File: config.mk
export PLATFORM = sky130hd
export DESIGN_NAME = wb_imem_loader
export DESIGN_NICKNAME = d
export VERILOG_FILES = /design/src/rtl/wb_imem_loader.sv
export SDC_FILE = /design/constraint.sdc
export NUM_CORES = 1
export LEC_CHECK = 0
export CAP_MARGIN = 40
export CORE_ASPECT_RATIO = 1.4
export CORE_MARGIN = 2
export CORE_UTILIZATION = 47
export CTS_CLUSTER_DIAMETER = 30
export CTS_CLUSTER_SIZE = 8
export DETAILED_ROUTE_END_ITERATION = 10
export GPL_TIMING_DRIVEN = 0
export PLACE_DENSITY = 0.85
export SLEW_MARGIN = 10
export SYNTH_ARGS = -nofsm -noshare
export SYNTH_HDL_FRONTEND = slang
export SYNTH_SLANG_ARGS = --single-unit
File: constraint.sdc
create_clock -name wb_clk_i -period 5.18 [get_ports wb_clk_i]
set_input_delay 1.295 -clock wb_clk_i [delete_from_list [all_inputs] [get_ports wb_clk_i]]
set_output_delay 1.295 -clock wb_clk_i [all_outputs]
set_load 0.005 [all_outputs]
File: src/rtl/wb_imem_loader.sv
// wb_imem_loader: Wishbone responder that loads and reads back the 32x512 instruction SRAM
// through port 0, with a control register that holds the core in reset while loading.
`default_nettype none

module wb_imem_loader #(
   parameter logic [31:0] BASE_ADDR = 32'h3000_0000,
   parameter logic [31:0] ID_VALUE  = 32'h1A0D_0001,
   parameter int          ADDR_W    = 9
) (
   input  logic              wb_clk_i,
   input  logic              wb_rst_n,
   input  logic              wbs_cyc_i,
   input  logic              wbs_stb_i,
   input  logic              wbs_we_i,
   input  logic [3:0]        wbs_sel_i,
   input  logic [31:0]       wbs_adr_i,
   input  logic [31:0]       wbs_dat_i,
   output logic              wbs_ack_o,
   output logic [31:0]       wbs_dat_o,
   output logic              csb0_o,
   output logic              web0_o,
   output logic [3:0]        wmask0_o,
   output logic [ADDR_W-1:0] addr0_o,
   output logic [31:0]       din0_o,
   input  logic [31:0]       dout0_i,
   output logic              core_reset_o
);

   typedef enum logic [1:0] {
      S_IDLE   = 2'd0,
      S_ACCESS = 2'd1,
      S_RDWAIT = 2'd2,
      S_ACK    = 2'd3
   } state_t;

   state_t              state_q;
   logic                core_rst_q;
   logic                load_en_q;
   logic [15:0]         wcount_q;
   logic                we_q;
   logic                ack_q;
   logic [31:0]         dat_q;
   logic                csb0_q;
   logic                web0_q;
   logic [3:0]          wmask0_q;
   logic [ADDR_W-1:0]   addr0_q;
   logic [31:0]         din0_q;

   logic                w_hit;
   logic                w_req;
   logic                w_is_csr;
   logic [8:0]          w_csr_idx;
   logic [31:0]         w_csr_rdata;
   logic                w_unused_ok;

   assign w_hit       = (wbs_adr_i[31:12] == BASE_ADDR[31:12]);
   assign w_req       = wbs_cyc_i & wbs_stb_i & w_hit;
   assign w_is_csr    = wbs_adr_i[11];
   assign w_csr_idx   = wbs_adr_i[10:2];
   assign w_unused_ok = &{1'b0, wbs_adr_i[1:0]};

   always_comb begin
      w_csr_rdata = 32'h0;
      case (w_csr_idx)
         9'd0:    w_csr_rdata = {30'h0, load_en_q, core_rst_q};
         9'd1:    w_csr_rdata = {16'h0, wcount_q};
         9'd2:    w_csr_rdata = ID_VALUE;
         default: w_csr_rdata = 32'h0;
      endcase
   end

   always_ff @(posedge wb_clk_i or negedge wb_rst_n) begin
      if (!wb_rst_n) begin
         state_q    <= S_IDLE;
         core_rst_q <= 1'b1;
         load_en_q  <= 1'b0;
         wcount_q   <= 16'h0;
         we_q       <= 1'b0;
         ack_q      <= 1'b0;
         dat_q      <= 32'h0;
         csb0_q     <= 1'b1;
         web0_q     <= 1'b1;
         wmask0_q   <= 4'h0;
         addr0_q    <= '0;
         din0_q     <= 32'h0;
      end else begin
         ack_q <= 1'b0;
         case (state_q)
            S_IDLE: begin
               if (w_req) begin
                  if (w_is_csr) begin
                     state_q <= S_ACK;
                     ack_q   <= 1'b1;
                     if (wbs_we_i) begin
                        dat_q <= 32'h0;
                        if (w_csr_idx == 9'd0) begin
                           core_rst_q <= wbs_dat_i[0];
                           load_en_q  <= wbs_dat_i[1];
                        end
                     end else begin
                        dat_q <= w_csr_rdata;
                     end
                  end else begin
                     // A write while load_en is clear is dropped here but still acked later.
                     state_q  <= S_ACCESS;
                     we_q     <= wbs_we_i;
                     csb0_q   <= wbs_we_i & ~load_en_q;
                     web0_q   <= ~(wbs_we_i & load_en_q);
                     wmask0_q <= wbs_sel_i;
                     addr0_q  <= wbs_adr_i[ADDR_W+1:2];
                     din0_q   <= wbs_dat_i;
                  end
               end
            end
            S_ACCESS: begin
               csb0_q   <= 1'b1;
               web0_q   <= 1'b1;
               wmask0_q <= 4'h0;
               addr0_q  <= '0;
               din0_q   <= 32'h0;
               if (!csb0_q && !web0_q) begin
                  wcount_q <= wcount_q + 16'd1;
               end
               if (!wbs_cyc_i) begin
                  state_q <= S_IDLE;
               end else if (we_q) begin
                  state_q <= S_ACK;
                  ack_q   <= 1'b1;
                  dat_q   <= 32'h0;
               end else begin
                  state_q <= S_RDWAIT;
               end
            end
            S_RDWAIT: begin
               if (!wbs_cyc_i) begin
                  state_q <= S_IDLE;
               end else begin
                  state_q <= S_ACK;
                  ack_q   <= 1'b1;
                  dat_q   <= dout0_i;
               end
            end
            S_ACK: begin
               state_q <= S_IDLE;
            end
            default: state_q <= S_IDLE;
         endcase
      end
   end

   assign wbs_ack_o    = ack_q;
   assign wbs_dat_o    = dat_q;
   assign csb0_o       = csb0_q;
   assign web0_o       = web0_q;
   assign wmask0_o     = wmask0_q;
   assign addr0_o      = addr0_q;
   assign din0_o       = din0_q;
   assign core_reset_o = core_rst_q;

endmodule

`default_nettype wire
Yosys cells after proc, flatten, opt, wreduce, memory -nomap -nowiden
Index checks and enable logic that the tools add are counted.
{"block": "op_classes", "add_sub_neg": 1, "multipliers": 0, "div_mod_pow": 0, "order_cmp": 0, "eq_ne": 12, "shift": 0, "mux": 35, "bitwise_logic": 7, "reduce_logical": 12}
{"cell": "32-bit two-way mux", "n": 8}
{"cell": "32-bit case mux with 3 select lines", "n": 1}
{"cell": "29-bit case mux with 3 select lines", "n": 1}
{"cell": "32-bit case mux with 2 select lines", "n": 1}
{"cell": "20-bit by 18-bit equality test with 1-bit output (second input constant)", "n": 1}
{"cell": "9-bit two-way mux", "n": 2}
{"cell": "9-bit case mux with 2 select lines", "n": 1}
{"cell": "16-bit by 1-bit adder with 16-bit output (second input constant)", "n": 1}
{"cell": "2-bit inequality test (second input constant)", "n": 6}
{"cell": "1-bit two-way mux", "n": 10}
{"cell": "9-bit by 1-bit equality test with 1-bit output (second input constant)", "n": 1}
{"cell": "9-bit by 2-bit equality test with 1-bit output (second input constant)", "n": 1}
{"cell": "9-bit logical NOT", "n": 1}
{"cell": "2-bit two-way mux", "n": 4}
{"cell": "4-bit two-way mux", "n": 2}
{"cell": "2-bit case mux with 4 select lines", "n": 1}
{"cell": "4-bit case mux with 2 select lines", "n": 1}
{"cell": "3-bit AND reduction", "n": 2}
{"cell": "6-bit AND reduction", "n": 1}
{"cell": "5-bit AND reduction", "n": 1}
{"cell": "1-bit AND", "n": 4}
{"cell": "2-bit equality test (second input constant)", "n": 2}
{"cell": "1-bit case mux with 2 select lines", "n": 2}
{"cell": "1-bit inverter", "n": 3}
{"cell": "other kinds (8)", "n": 9}
{"block": "word_totals", "reg_bits": 101, "latch_bits": 0, "ramBits": 0, "mem_bits_ro": 0, "input_bits": 105, "elab_cells": 79, "n_memories": 0}

Logic depth before layout (Yosys ltp)
Gate-level depths: netlist of the first run.
{"block": "depth", "ltp_word": 6, "ltp_mapped": 10}

Worst setup path before layout of the first run
No wires, ideal clock.
{"block": "synth_timing", "path_kind": "input to register", "start": "input port wbs_adr_i[15]", "end": "register load_en_q", "arrival_time_ns": 2.648, "t_required_ns": 5.055, "slack_ns": 2.407, "cell_stages": 5, "n_path_buf": 0, "path_cell_list": "nor4_2 > nand4_1 > or3b_1 > nor3_2 > mux2_2"}
{"block": "synth_between", "elab_chain_len": 3}
{"element": "start: declaration", "line": "16", "text": "input logic [31:0] wbs_adr_i,"}
{"element": "20-bit by 18-bit equality test with 1-bit output", "line": "56", "text": "assign w_hit = (wbs_adr_i[31:12] == BASE_ADDR[31:12]);"}
{"element": "1-bit AND", "line": "57", "text": "assign w_req = wbs_cyc_i & wbs_stb_i & w_hit;"}
{"element": "5-bit AND reduction (no source line)"}
{"element": "end signal: assignment", "line": "98", "text": "load_en_q <= wbs_dat_i[1];"}
{"element": "end: declaration", "line": "38", "text": "logic load_en_q;"}
Every way passes these cells.
A chain may end at the register's enable or synchronous reset.

Worst setup path after layout of the first run
{"block": "layout_timing", "start": "input port wbs_adr_i[15]", "end": "register addr0_q[3] (netlist: addr0_o[3])"}
{"block": "layout_between", "elab_chain_len": 4}
{"element": "20-bit by 18-bit equality test with 1-bit output", "line": "56"}
{"element": "1-bit AND", "line": "57"}
{"element": "2-bit inequality test (no source line)"}
{"element": "3-bit AND reduction (no source line)"}
{"element": "end signal: assignment", "line": "110", "text": "addr0_q <= wbs_adr_i[ADDR_W+1:2];"}
{"element": "end: declaration", "line": "46", "text": "logic [ADDR_W-1:0] addr0_q;"}
Every way passes these cells.

==> impl_metrics.csv, run 1 <==
group,metric,value,unit
yosys,synth_cell_types,51,
timing,post-route-min-period,3.10,ns
clocking,ctsHoldBuffers,0,
timing,clock_skew,0.00533,ns
cells_and_area,n_fill_cell,735,
run_status,outcome,"finished clean",
timing,fmax,323,MHz
cells_and_area,fin_util,71.8,%
critical_path,critical_path.slowest_cell,"clkdlybuf4s50_1",
yosys,yosys-top-cells-area,"dfrtp_1 51%, nand2_1 7.2%, o211ai_1 7.2%",
critical_path,cpPeakStageDelay,0.41,ns
yosys,synth_largest_area_cell,"dfrtp_1",
global_route,grt_pass1_wl,22300,um
yosys,ys_warn_count,0,
route,dr.pass1.iters,4,
floorplanning,die_h,123,um
clocking,post_cts_buffers,0,
timing,hold_viol,0,
cells_and_area,syn2layout_area_growth,48.9,%
yosys,synthCells,471,
route,drtIter0Drc,240,
yosys,synth_flop_cell,"dfrtp_1",
global_route,grt_antenna_before_repair,0,
pwr,powerDensity,356,nW/um^2
yosys,syn_area_per_cell,10.1,sq um
critical_path,crit_buf_inv,4,
critical_path,cpMostUsedCell,"buf_2",
floorplanning,design.core.area,9900,sq um
clocking,ctsLongestPathBuffers,2,
clocking,insertion_delay,0.34,ns
clocking,cts-root-buf,"clkbuf_16",
critical_path,arrival,3.32,ns
floorplanning,start_util,48.2,%
timing,setup_viol,0,
yosys,ys_seq_area_share,53.0,%
yosys,async_reset_ff_share,100,%
floorplanning,die-width,89.2,um
pwr,peakVddDrop,229,uV
global_route,grt_pass1_vias,4628,
yosys,synth_top_cell_area_share,51.4,%
route,antenna_left,0,
run,cap_violations,0,
placement,place_ws,1.74,ns
timing,finalCritPeriodShare,59.9,%
clocking,clkTransAtPathRegs,0.07,ns
timing,slew_headroom,57.1,%
yosys,netlist_area,4770,sq um
route,routed_wl,13900,um
clocking,cts_tree,"built",
global_route,grt_max_degree,53,
critical_path,critPathMaxFanout,10,
timing,rsz0062_at_grt,"no",
clocking,cts_resized,0,
yosys,syn-num-nets,581,
floorplanning,die_area,11000,sq um
cells_and_area,nets,776,
route,num_vias,4465,
cells_and_area,antenna_cells,0,
global_route,track_usage,26.2,%
floorplanning,rows,43,
route,drc_errors,0,
timing,worst_pin_slew,0.643,ns
timing,fin_ws,2.08,ns
critical_path,crit_type,"in -> reg",
route,viasPerCell,5.54,
clocking,htreeDepth,3,
critical_path,critPathLaunchType,"input pin",
placement,dp.final_hpwl,10800,um
placement,port_buffers,183,
critical_path,path_cells,"clkdlybuf4s50_1 > nor4_2 > nand4_1 > or3_1 > buf_2 > buf_6 > buf_2 > o211ai_1 > o21ai_1",
clocking,cts_sinks,101,
critical_path,crit_required,5.40,ns
floorplanning,ioPinCount,186,
global_route,grt_overflow,0,
cells_and_area,drive_gt1_share,10.3,%
critical_path,worst_setup_path_end_kind,"flip-flop",
placement,gp_congestion,0.836,
critical_path,cpLargestDelayFamily,"buffers and inverters",
pwr,power_leakage,2.95,nW
yosys,synth-seq-cells,101,
min_path,hold_class,"reg -> reg",
route,avgRoutedWirePerCell,17.3,um
yosys,synth_edf_count,0,
timing,finalMaxSlewViolations,0,
cells_and_area,seq_area,2530,sq um
clocking,cts_buffers,9,
cells_and_area,multi_input_area,1990,sq um
[worst paths after layout]
check	startpoint	end	slack (ns)	depth (start not counted)
max in group asynchronous	wb_rst_n	core_reset_o	3.47	2
hold / removal	wbs_dat_o[29]	wbs_dat_o[29]	0.48	2
hold reg to reg	wbs_dat_o[29]	wbs_dat_o[29]	0.48	2
setup / recovery	wbs_adr_i[15]	addr0_o[3]	2.08	9
min in group asynchronous	wb_rst_n	wbs_dat_o[12]	0.98	1
setup reg to reg	state_q[0]	addr0_o[3]	2.77	10
[power by group]
part | switching [mW] | internal, mW | total [mW]
registers | 0.0505 | 0.873 | 0.923
clock network | 0.313 | 0.381 | 0.695
logic | 0.542 | 0.368 | 0.911
[through the flow]
step	cells	TNS (ns)	hold WS, ns	instance area (sq um)	power, mW
floorplan	471	0	0.465	4770	1.42
global placement	789	-79.43	0.462	6770	1.81
detailed placement	790	0	0.471	6800	1.85
finish	806	0	0.478	7110	2.53
CTS	806	0	0.486	7110	2.54
global route	806	0	0.510	7110	2.68
[per-layer routing]
layer,wire [um],vias to the layer above,global-route usage [%],share of wire [%]
li1,-,2073,-,-
met1,5000,2153,27.9,36
met2,7450,214,48.2,53
met3,1220,25,7.94,8.7
met4,261,0,8.49,1.9
met5,0,-,0,0
[Yosys cell counts, drive strengths merged (2+ instances only)]
master / instances
nand3: 7
and3: 4
xor2: 5
inv: 6
a31oi: 2
a22oi: 15
and4: 3
nor4: 4
ha: 5
nor2: 7
nand4: 6
dfstp: 3
o211ai: 46
o21ai: 78
and2: 3
buf: 19
xnor2: 10
a21oi: 10
mux2: 4
or3: 2
dfrtp: 98
nand2: 92
clkbuf: 23
nor3b: 3
and3b: 2
[placed cells by master (no fill, tap or decap), types with 2 or more instances in the layout]
master | synthesis | final
a21oi_1 | 10 | 10
a22oi_1 | 5 | 5
a22oi_2 | 10 | 10
a31oi_1 | 2 | 2
and2_1 | 2 | 2
and3_1 | 4 | 4
and3b_1 | 2 | 2
and4_1 | 3 | 3
buf_1 | 4 | 4
buf_2 | 9 | 9
buf_6 | 5 | 5
clkbuf_1 | 22 | 22
clkbuf_16 | 0 | 9
clkdlybuf4s50_1 | 0 | 182
clkinv_4 | 0 | 2
clkinvlp_4 | 0 | 2
dfrtp_1 | 98 | 98
dfstp_2 | 3 | 3
ha_1 | 5 | 5
inv_1 | 6 | 6
mux2_2 | 3 | 3
nand2_1 | 92 | 92
nand3_1 | 7 | 7
nand4_1 | 6 | 6
nor2_1 | 7 | 7
nor3b_1 | 2 | 2
nor4_2 | 2 | 2
o211ai_1 | 46 | 46
o21ai_0 | 16 | 16
o21ai_1 | 52 | 52
o21ai_2 | 10 | 10
or3_1 | 2 | 2
xnor2_1 | 10 | 10
xor2_1 | 5 | 5
[cell families after synthesis]
logic type | Yosys count | share of synthesized area [%]
AOI/OAI and AO/OA | 158 | 22.3
and+or+nand+nor | 139 | 14.2
DFF | 101 | 53.0
buffers and inverters | 48 | 5.22
xor gates and xnor gates | 15 | 2.75
muxes | 5 | 1.15
adders and majority gates | 5 | 1.31
[area by class of cell]
cell class	instances	share of cell area, %
Sequential cell	101	35.6
Multi-Input combinational cell	322	28.0
Timing Repair Buffer	184	26.1
Buffer	42	3.19
Clock buffer	9	3.17
Tap cell	135	2.38
Clock inverter	7	1.16
Inverter	6	0.317
[worst min-delay path: cells and delay by family, from the launching register on]
family	cells	cell delay, ns
AO/OA/AOI/OAI	1	0.06
AND/OR/NAND/NOR	1	0.05
flip-flops	1	0.34
[sequential cells by signal, indices dropped and copies added, names as in the netlist]
signal / flops
web0_o: 1
wmask0_o: 4
din0_o: 32
state_q: 2
load_en_q: 1
addr0_o: 9
wbs_dat_o: 32
wbs_ack_o: 1
we_q: 1
core_reset_o: 1
wcount_q: 16
csb0_o: 1
No activity file was read; power rests on OpenSTA's default activity.
==> run 2, diff against run 1 <==
--- a/config.mk
+++ b/config.mk
@@ -8,12 +8,12 @@
 export CAP_MARGIN = 40
 export CORE_ASPECT_RATIO = 1.4
 export CORE_MARGIN = 2
-export CORE_UTILIZATION = 47
+export CORE_UTILIZATION = 40
 export CTS_CLUSTER_DIAMETER = 30
 export CTS_CLUSTER_SIZE = 8
 export DETAILED_ROUTE_END_ITERATION = 10
 export GPL_TIMING_DRIVEN = 0
-export PLACE_DENSITY = 0.85
+export PLACE_DENSITY = 0.77
 export SLEW_MARGIN = 10
 export SYNTH_ARGS = -nofsm -noshare
 export SYNTH_HDL_FRONTEND = slang
==> constraint.sdc (replaced) <==
create_clock -name wb_clk_i -period 2.5 [get_ports wb_clk_i]
set_input_delay 0.625 -clock wb_clk_i [delete_from_list [all_inputs] [get_ports wb_clk_i]]
set_output_delay 0.625 -clock wb_clk_i [all_outputs]
set_load 0.005 [all_outputs]
==> run 2 against run 1 <==
  * Worst hold slack got worse by 0.19 ns
  * Sequential share of layout area decreased by 0.24 points
  * Cell count increased by 1.2%
==> impl_metrics.csv, run 2 (synthesized netlist as in run 1, its figures left out) <==
group,metric,value,unit
run_status,outcome,"finished clean",
route,drc_errors,0,
route,avgRoutedWirePerCell,16.9,um
cells_and_area,nets,775,
min_path,hold_class,"in -> async",
global_route,track_usage,22.0,%
timing,hold_viol,0,
pwr,switching_power,1.82,mW
pwr,pwr-share-seq,36.2,%
pwr,powerDensity,737,nW/um^2
pwr,internal_power,3.45,mW
clocking,cts_sinks,101,
global_route,grt_pass1_vias,4639,
critical_path,crit_required,2.70,ns
timing,worst_hold_slack,0.290,ns
clocking,ctsHoldBuffers,0,
pwr,power_leakage,2.97,nW
timing,fmax,415,MHz
floorplanning,start_util,40.6,%
timing,clock_skew,0.00897,ns
cells_and_area,syn2layout_area_growth,49.9,%
cells_and_area,final_common_cell,"clkdlybuf4s50_1",
clocking,ctsLongestPathBuffers,2,
cells_and_area,antenna_cells,0,
clocking,cts_tree,"built",
timing,fin_setup_tns,0,ns
cells_and_area,fin_util,60.8,%
route,dr.pass1.iters,4,
critical_path,path_cells,"clkdlybuf4s50_1 > nor4_4 > nand4_1 > or3_1 > buf_4 > buf_6 > buf_2 > o211ai_1 > o21ai_1",
timing,finalMaxSlewViolations,0,
timing,post-route-min-period,2.41,ns
clocking,insertion_delay,0.34,ns
floorplanning,ioPinCount,186,
critical_path,critical_path.slowest_cell,"clkdlybuf4s50_1",
global_route,grt_antenna_before_repair,0,
timing,slew_headroom,61.1,%
run,cap_violations,0,
pwr,pwr-share-comb,35.6,%
pwr,p_clk_share,28.2,%
clocking,clkTransAtPathRegs,0.07,ns
global_route,grt_overflow,0,
critical_path,rrSetupSlack,0.23,ns
critical_path,worst_setup_path_end_kind,"flip-flop",
critical_path,cpPeakStageDelay,0.44,ns
floorplanning,die-width,96.3,um
placement,gp_congestion,0.794,
clocking,cts-root-buf,"clkbuf_16",
global_route,grt_pass1_wl,22200,um
pwr,netSwitchingFraction,34.5,%
timing,finalCritPeriodShare,96.3,%
route,routed_wl,13800,um
pwr,peakVddDrop,377,uV
route,drtIter0Drc,124,
critical_path,critPathLaunchType,"input pin",
floorplanning,die_area,12800,sq um
floorplanning,design.core.area,11800,sq um
critical_path,critPathMaxFanout,10,
timing,rsz0062_at_grt,"no",
clocking,htreeDepth,3,
global_route,grt_max_degree,59,
floorplanning,rows,47,
cells_and_area,drive_gt1_share,10.2,%
floorplanning,die_h,133,um
timing,worst_pin_slew,0.584,ns
critical_path,arrival,2.61,ns
cells_and_area,layout_common_cells,"182 x clkdlybuf4s50_1, 98 x dfrtp_1, 92 x nand2_1",
route,viasPerCell,5.23,
timing,setup_viol,0,
cells_and_area,n_fill_cell,981,
route,antenna_left,0,
clocking,cts_buffers,9,
route,num_vias,4268,
placement,dp.final_hpwl,10700,um
placement,port_buffers,183,
critical_path,crit_type,"in -> reg",
## run 2: cell type report
type	count	area (sq um)	share of cell area [%]
inverters	6	22.5	0.315
flip-flops and latches	101	2530	35.4
well taps	147	184	2.57
multi-input cells	322	2020	28.2
plain buffers	41	233	3.25
clock buffers	10	229	3.20
clock inverters	5	82.6	1.15
repair buffers	184	1860	26.0
## run 2: metrics by stage
stage / cells / instance area, sq um / setup slack (ns) / power [mW]
floorplan: 471 / 4770 / 0.397 / 2.95
global placement: 801 / 6790 / -2.95 / 3.76
detailed placement: 802 / 6810 / -0.295 / 3.83
CTS: 817 / 7120 / 0.0644 / 5.32
global route: 816 / 7150 / 0.0110 / 5.60
finish: 816 / 7150 / 0.0924 / 5.27
## run 2: worst max-delay path: cells and delay by family
kind                   cells  cell delay, ns
buffers and inverters      4            0.94
AND/OR/NAND/NOR            3            0.84
AO/OA/AOI/OAI              2            0.20
## run 2: per-layer routing
metal / vias to the layer above / track usage, % / share of wire, %
li1: 2055 / - / -
met3: 15 / 7.47 / 8.8
met5: - / 0 / 0
met4: 0 / 6.34 / 1.3
met2: 159 / 38.7 / 52
met1: 2039 / 24.8 / 38
## run 2: path summary, 6_finish.rpt
path	startpoint	endpoint	depth (start not counted)
min in group wb_clk_i	wbs_dat_o[1]	wbs_dat_o[1]	2
max in group asynchronous	wb_rst_n	core_reset_o	2
hold / removal	wb_rst_n	wbs_dat_o[13]	1
setup / recovery	wbs_adr_i[15]	din0_o[22]	9
hold reg to reg	wbs_dat_o[1]	wbs_dat_o[1]	2
setup reg to reg	state_q[1]	wbs_dat_o[23]	9
## run 2: power groups by stage
stage	Clock [mW]	Combinational (mW)	Sequential, mW
3_5_place_dp	0	1.89	1.94
2_1_floorplan	0	1.00	1.94
5_1_grt	1.59	2.09	1.93
3_3_place_gp	0	1.83	1.93
6_report	1.49	1.88	1.91
4_1_cts	1.52	1.89	1.91
## run 2: repair_timing
| item | 4_1_cts | 5_1_grt |
|---|---|---|
| gates resized for setup | 0 | 11 |
| endpoints found under the setup margin | 0 | 66 |
| setup buffers | 0 | 0 |
==> run 3, diff against run 2 <==
--- a/config.mk
+++ b/config.mk
@@ -8,12 +8,12 @@
 export CAP_MARGIN = 40
 export CORE_ASPECT_RATIO = 1.4
 export CORE_MARGIN = 2
-export CORE_UTILIZATION = 40
+export CORE_UTILIZATION = 47
 export CTS_CLUSTER_DIAMETER = 30
 export CTS_CLUSTER_SIZE = 8
 export DETAILED_ROUTE_END_ITERATION = 10
 export GPL_TIMING_DRIVEN = 0
-export PLACE_DENSITY = 0.77
+export PLACE_DENSITY = 0.95
 export SLEW_MARGIN = 10
 export SYNTH_ARGS = -nofsm -noshare
 export SYNTH_HDL_FRONTEND = slang
==> constraint.sdc (replaced) <==
create_clock -name wb_clk_i -period 3 [get_ports wb_clk_i]
set_input_delay 0.75 -clock wb_clk_i [delete_from_list [all_inputs] [get_ports wb_clk_i]]
set_output_delay 0.75 -clock wb_clk_i [all_outputs]
set_load 0.005 [all_outputs]
==> run 3 against run 2 <==
  * First-iteration DRC count rose by 60%
  * Non-clock buffer count rose by 1
  * Clock power fell by 15%
  * Critical path depth did not move
  * Utilization rose by 11 points
  * Routed wire length rose by 3.4%
  * Critical path type unchanged
==> impl_metrics.csv, run 3 (synthesized netlist as in run 1, its figures left out) <==
group,metric,value,unit
run_status,outcome,"finished clean",
floorplanning,design.core.area,9900,sq um
global_route,grt_pass1_vias,4728,
global_route,grt_max_degree,56,
critical_path,path_cells,"clkdlybuf4s50_1 > nor4_2 > nand4_1 > or3_1 > buf_2 > buf_6 > buf_2 > o211ai_1 > o21ai_1",
floorplanning,start_util,48.2,%
route,routed_wl,14300,um
route,num_vias,4495,
cells_and_area,fin_cells,806,
global_route,grt_antenna_before_repair,0,
cells_and_area,antenna_cells,0,
clocking,cts_tree,"built",
critical_path,rrSetupSlack,0.57,ns
critical_path,critPathLaunchType,"input pin",
pwr,powerDensity,624,nW/um^2
placement,gp_congestion,0.881,
clocking,htreeDepth,3,
clocking,cts_resized,0,
critical_path,r2r_end,"addr0_o[5]",
timing,setup_viol,0,
floorplanning,die_area,11000,sq um
clocking,cts-root-buf,"clkbuf_16",
route,antenna_left,0,
placement,dpl.cell_count,790,
global_route,track_usage,26.5,%
clocking,ctsLongestPathBuffers,2,
timing,worst_pin_slew,0.639,ns
clocking,ctsHoldBuffers,0,
clocking,cts_buffers,9,
pwr,power_leakage,2.96,nW
critical_path,r2r_start,"state_q[0]",
placement,dp.final_hpwl,11100,um
floorplanning,ioPinCount,186,
timing,hold_viol,0,
critical_path,critPathMaxFanout,10,
min_path,hold_class,"in -> async",
critical_path,worst_setup_path_end_kind,"flip-flop",
critical_path,crit_buf_inv,4,
cells_and_area,drive_gt1_share,10.1,%
global_route,grt_pass1_wl,22300,um
critical_path,crit_type,"in -> reg",
timing,finalMaxSlewViolations,0,
route,viasPerCell,5.58,
route,drtIter0Drc,198,
route,dr.pass1.iters,5,
run,cap_violations,0,
critical_path,arrival,2.82,ns
placement,port_buffers,183,
global_route,grt_overflow,0,
timing,post-route-min-period,2.62,ns
critical_path,cpPeakStageDelay,0.41,ns
timing,fmax,382,MHz
clocking,post_cts_buffers,0,
critical_path,crit_required,3.20,ns
pwr,peakVddDrop,415,uV
critical_path,critical_path.slowest_cell,"clkdlybuf4s50_1",
floorplanning,die_h,123,um
cells_and_area,layout_common_cells,"182 x clkdlybuf4s50_1, 98 x dfrtp_1, 92 x nand2_1",
floorplanning,die-width,89.2,um
cells_and_area,final_common_cell,"clkdlybuf4s50_1",
critical_path,cpMostUsedCell,"buf_2",
cells_and_area,nets,776,
clocking,cts_sinks,101,
floorplanning,rows,43,
critical_path,r2r_cells,10,
clocking,clkTransAtPathRegs,0.07,ns
placement,place_area,6800,sq um
cells_and_area,n_fill_cell,701,
clocking,insertion_delay,0.34,ns
timing,slew_headroom,57.4,%
route,drc_errors,0,
timing,finalCritPeriodShare,87.2,%
route,avgRoutedWirePerCell,17.7,um
critical_path,cpLargestDelayFamily,"buffers and inverters",
timing,rsz0062_at_grt,"no",
cells_and_area,syn2layout_area_growth,49.2,%
cells_and_area,fin_area,7120,sq um
timing,clock_skew,0.00761,ns
[run 3: through the flow]
| step | TNS (ns) | hold WS [ns] | util (%) | power, mW | setup slack [ns] |
|---|---|---|---|---|---|
| 3_5_place_dp | 0 | 0.471 | 68.7 | 3.20 | 0.0824 |
| 3_3_place_gp | -246.03 | 0.462 | 68.4 | 3.12 | -2.48 |
| 4_1_cts | 0 | 0.442 | 71.9 | 4.44 | 0.381 |
| 2_1_floorplan | 0 | 0.454 | - | 2.46 | 0.772 |
| 6_report | 0 | 0.435 | 71.9 | 4.44 | 0.383 |
| 5_1_grt | 0 | 0.479 | 71.9 | 4.67 | 0.224 |
[run 3: area by class of cell]
type / instances / area [sq um] / area share, %
sequential: 101 / 2530 / 35.5
multi-input combinational: 322 / 1990 / 28.0
timing repair buffer: 184 / 1860 / 26.1
clock buffer: 11 / 243 / 3.41
buffer: 42 / 226 / 3.18
tap: 135 / 169 / 2.37
clock inverter: 5 / 81.3 / 1.14
inverter: 6 / 22.5 / 0.316
[run 3: worst register-to-register path, stage by stage (launching register included)]
cell and delay (ns):
dfrtp_1 0.41, inv_1 0.11, ha_1 0.15, clkbuf_1 0.39, nand2b_1 0.14, or3_1 0.33, buf_2 0.18, buf_6 0.15
buf_2 0.20, o211ai_1 0.12, o21ai_1 0.11
[run 3: metal layers]
layer / routed length, um / share of wire, % / track usage (%) / up-vias
met5: 0 / 0 / 0 / -
met4: 513 / 3.6 / 13.1 / 0
met3: 1330 / 9.3 / 8.41 / 35
met2: 7290 / 51 / 47.1 / 230
met1: 5150 / 36 / 27.6 / 2156
li1: - / - / - / 2074
[run 3: worst max path at each step]
stage	start	end	cells after the start
floorplan	wbs_adr_i[15]	load_en_q	5
global placement	wb_rst_n	din0_o[15]	1
detailed placement	wbs_adr_i[21]	din0_o[21]	9
CTS	wbs_adr_i[21]	addr0_o[5]	9
global route	wbs_adr_i[14]	addr0_o[5]	9
finish	wbs_adr_i[15]	addr0_o[5]	9
[run 3: where the power goes]
group          leakage [nW]  internal (mW)  switching (mW)
logic                  1.41          0.636           0.949
clock network         0.156          0.756           0.507
registers              1.39           1.51          0.0869
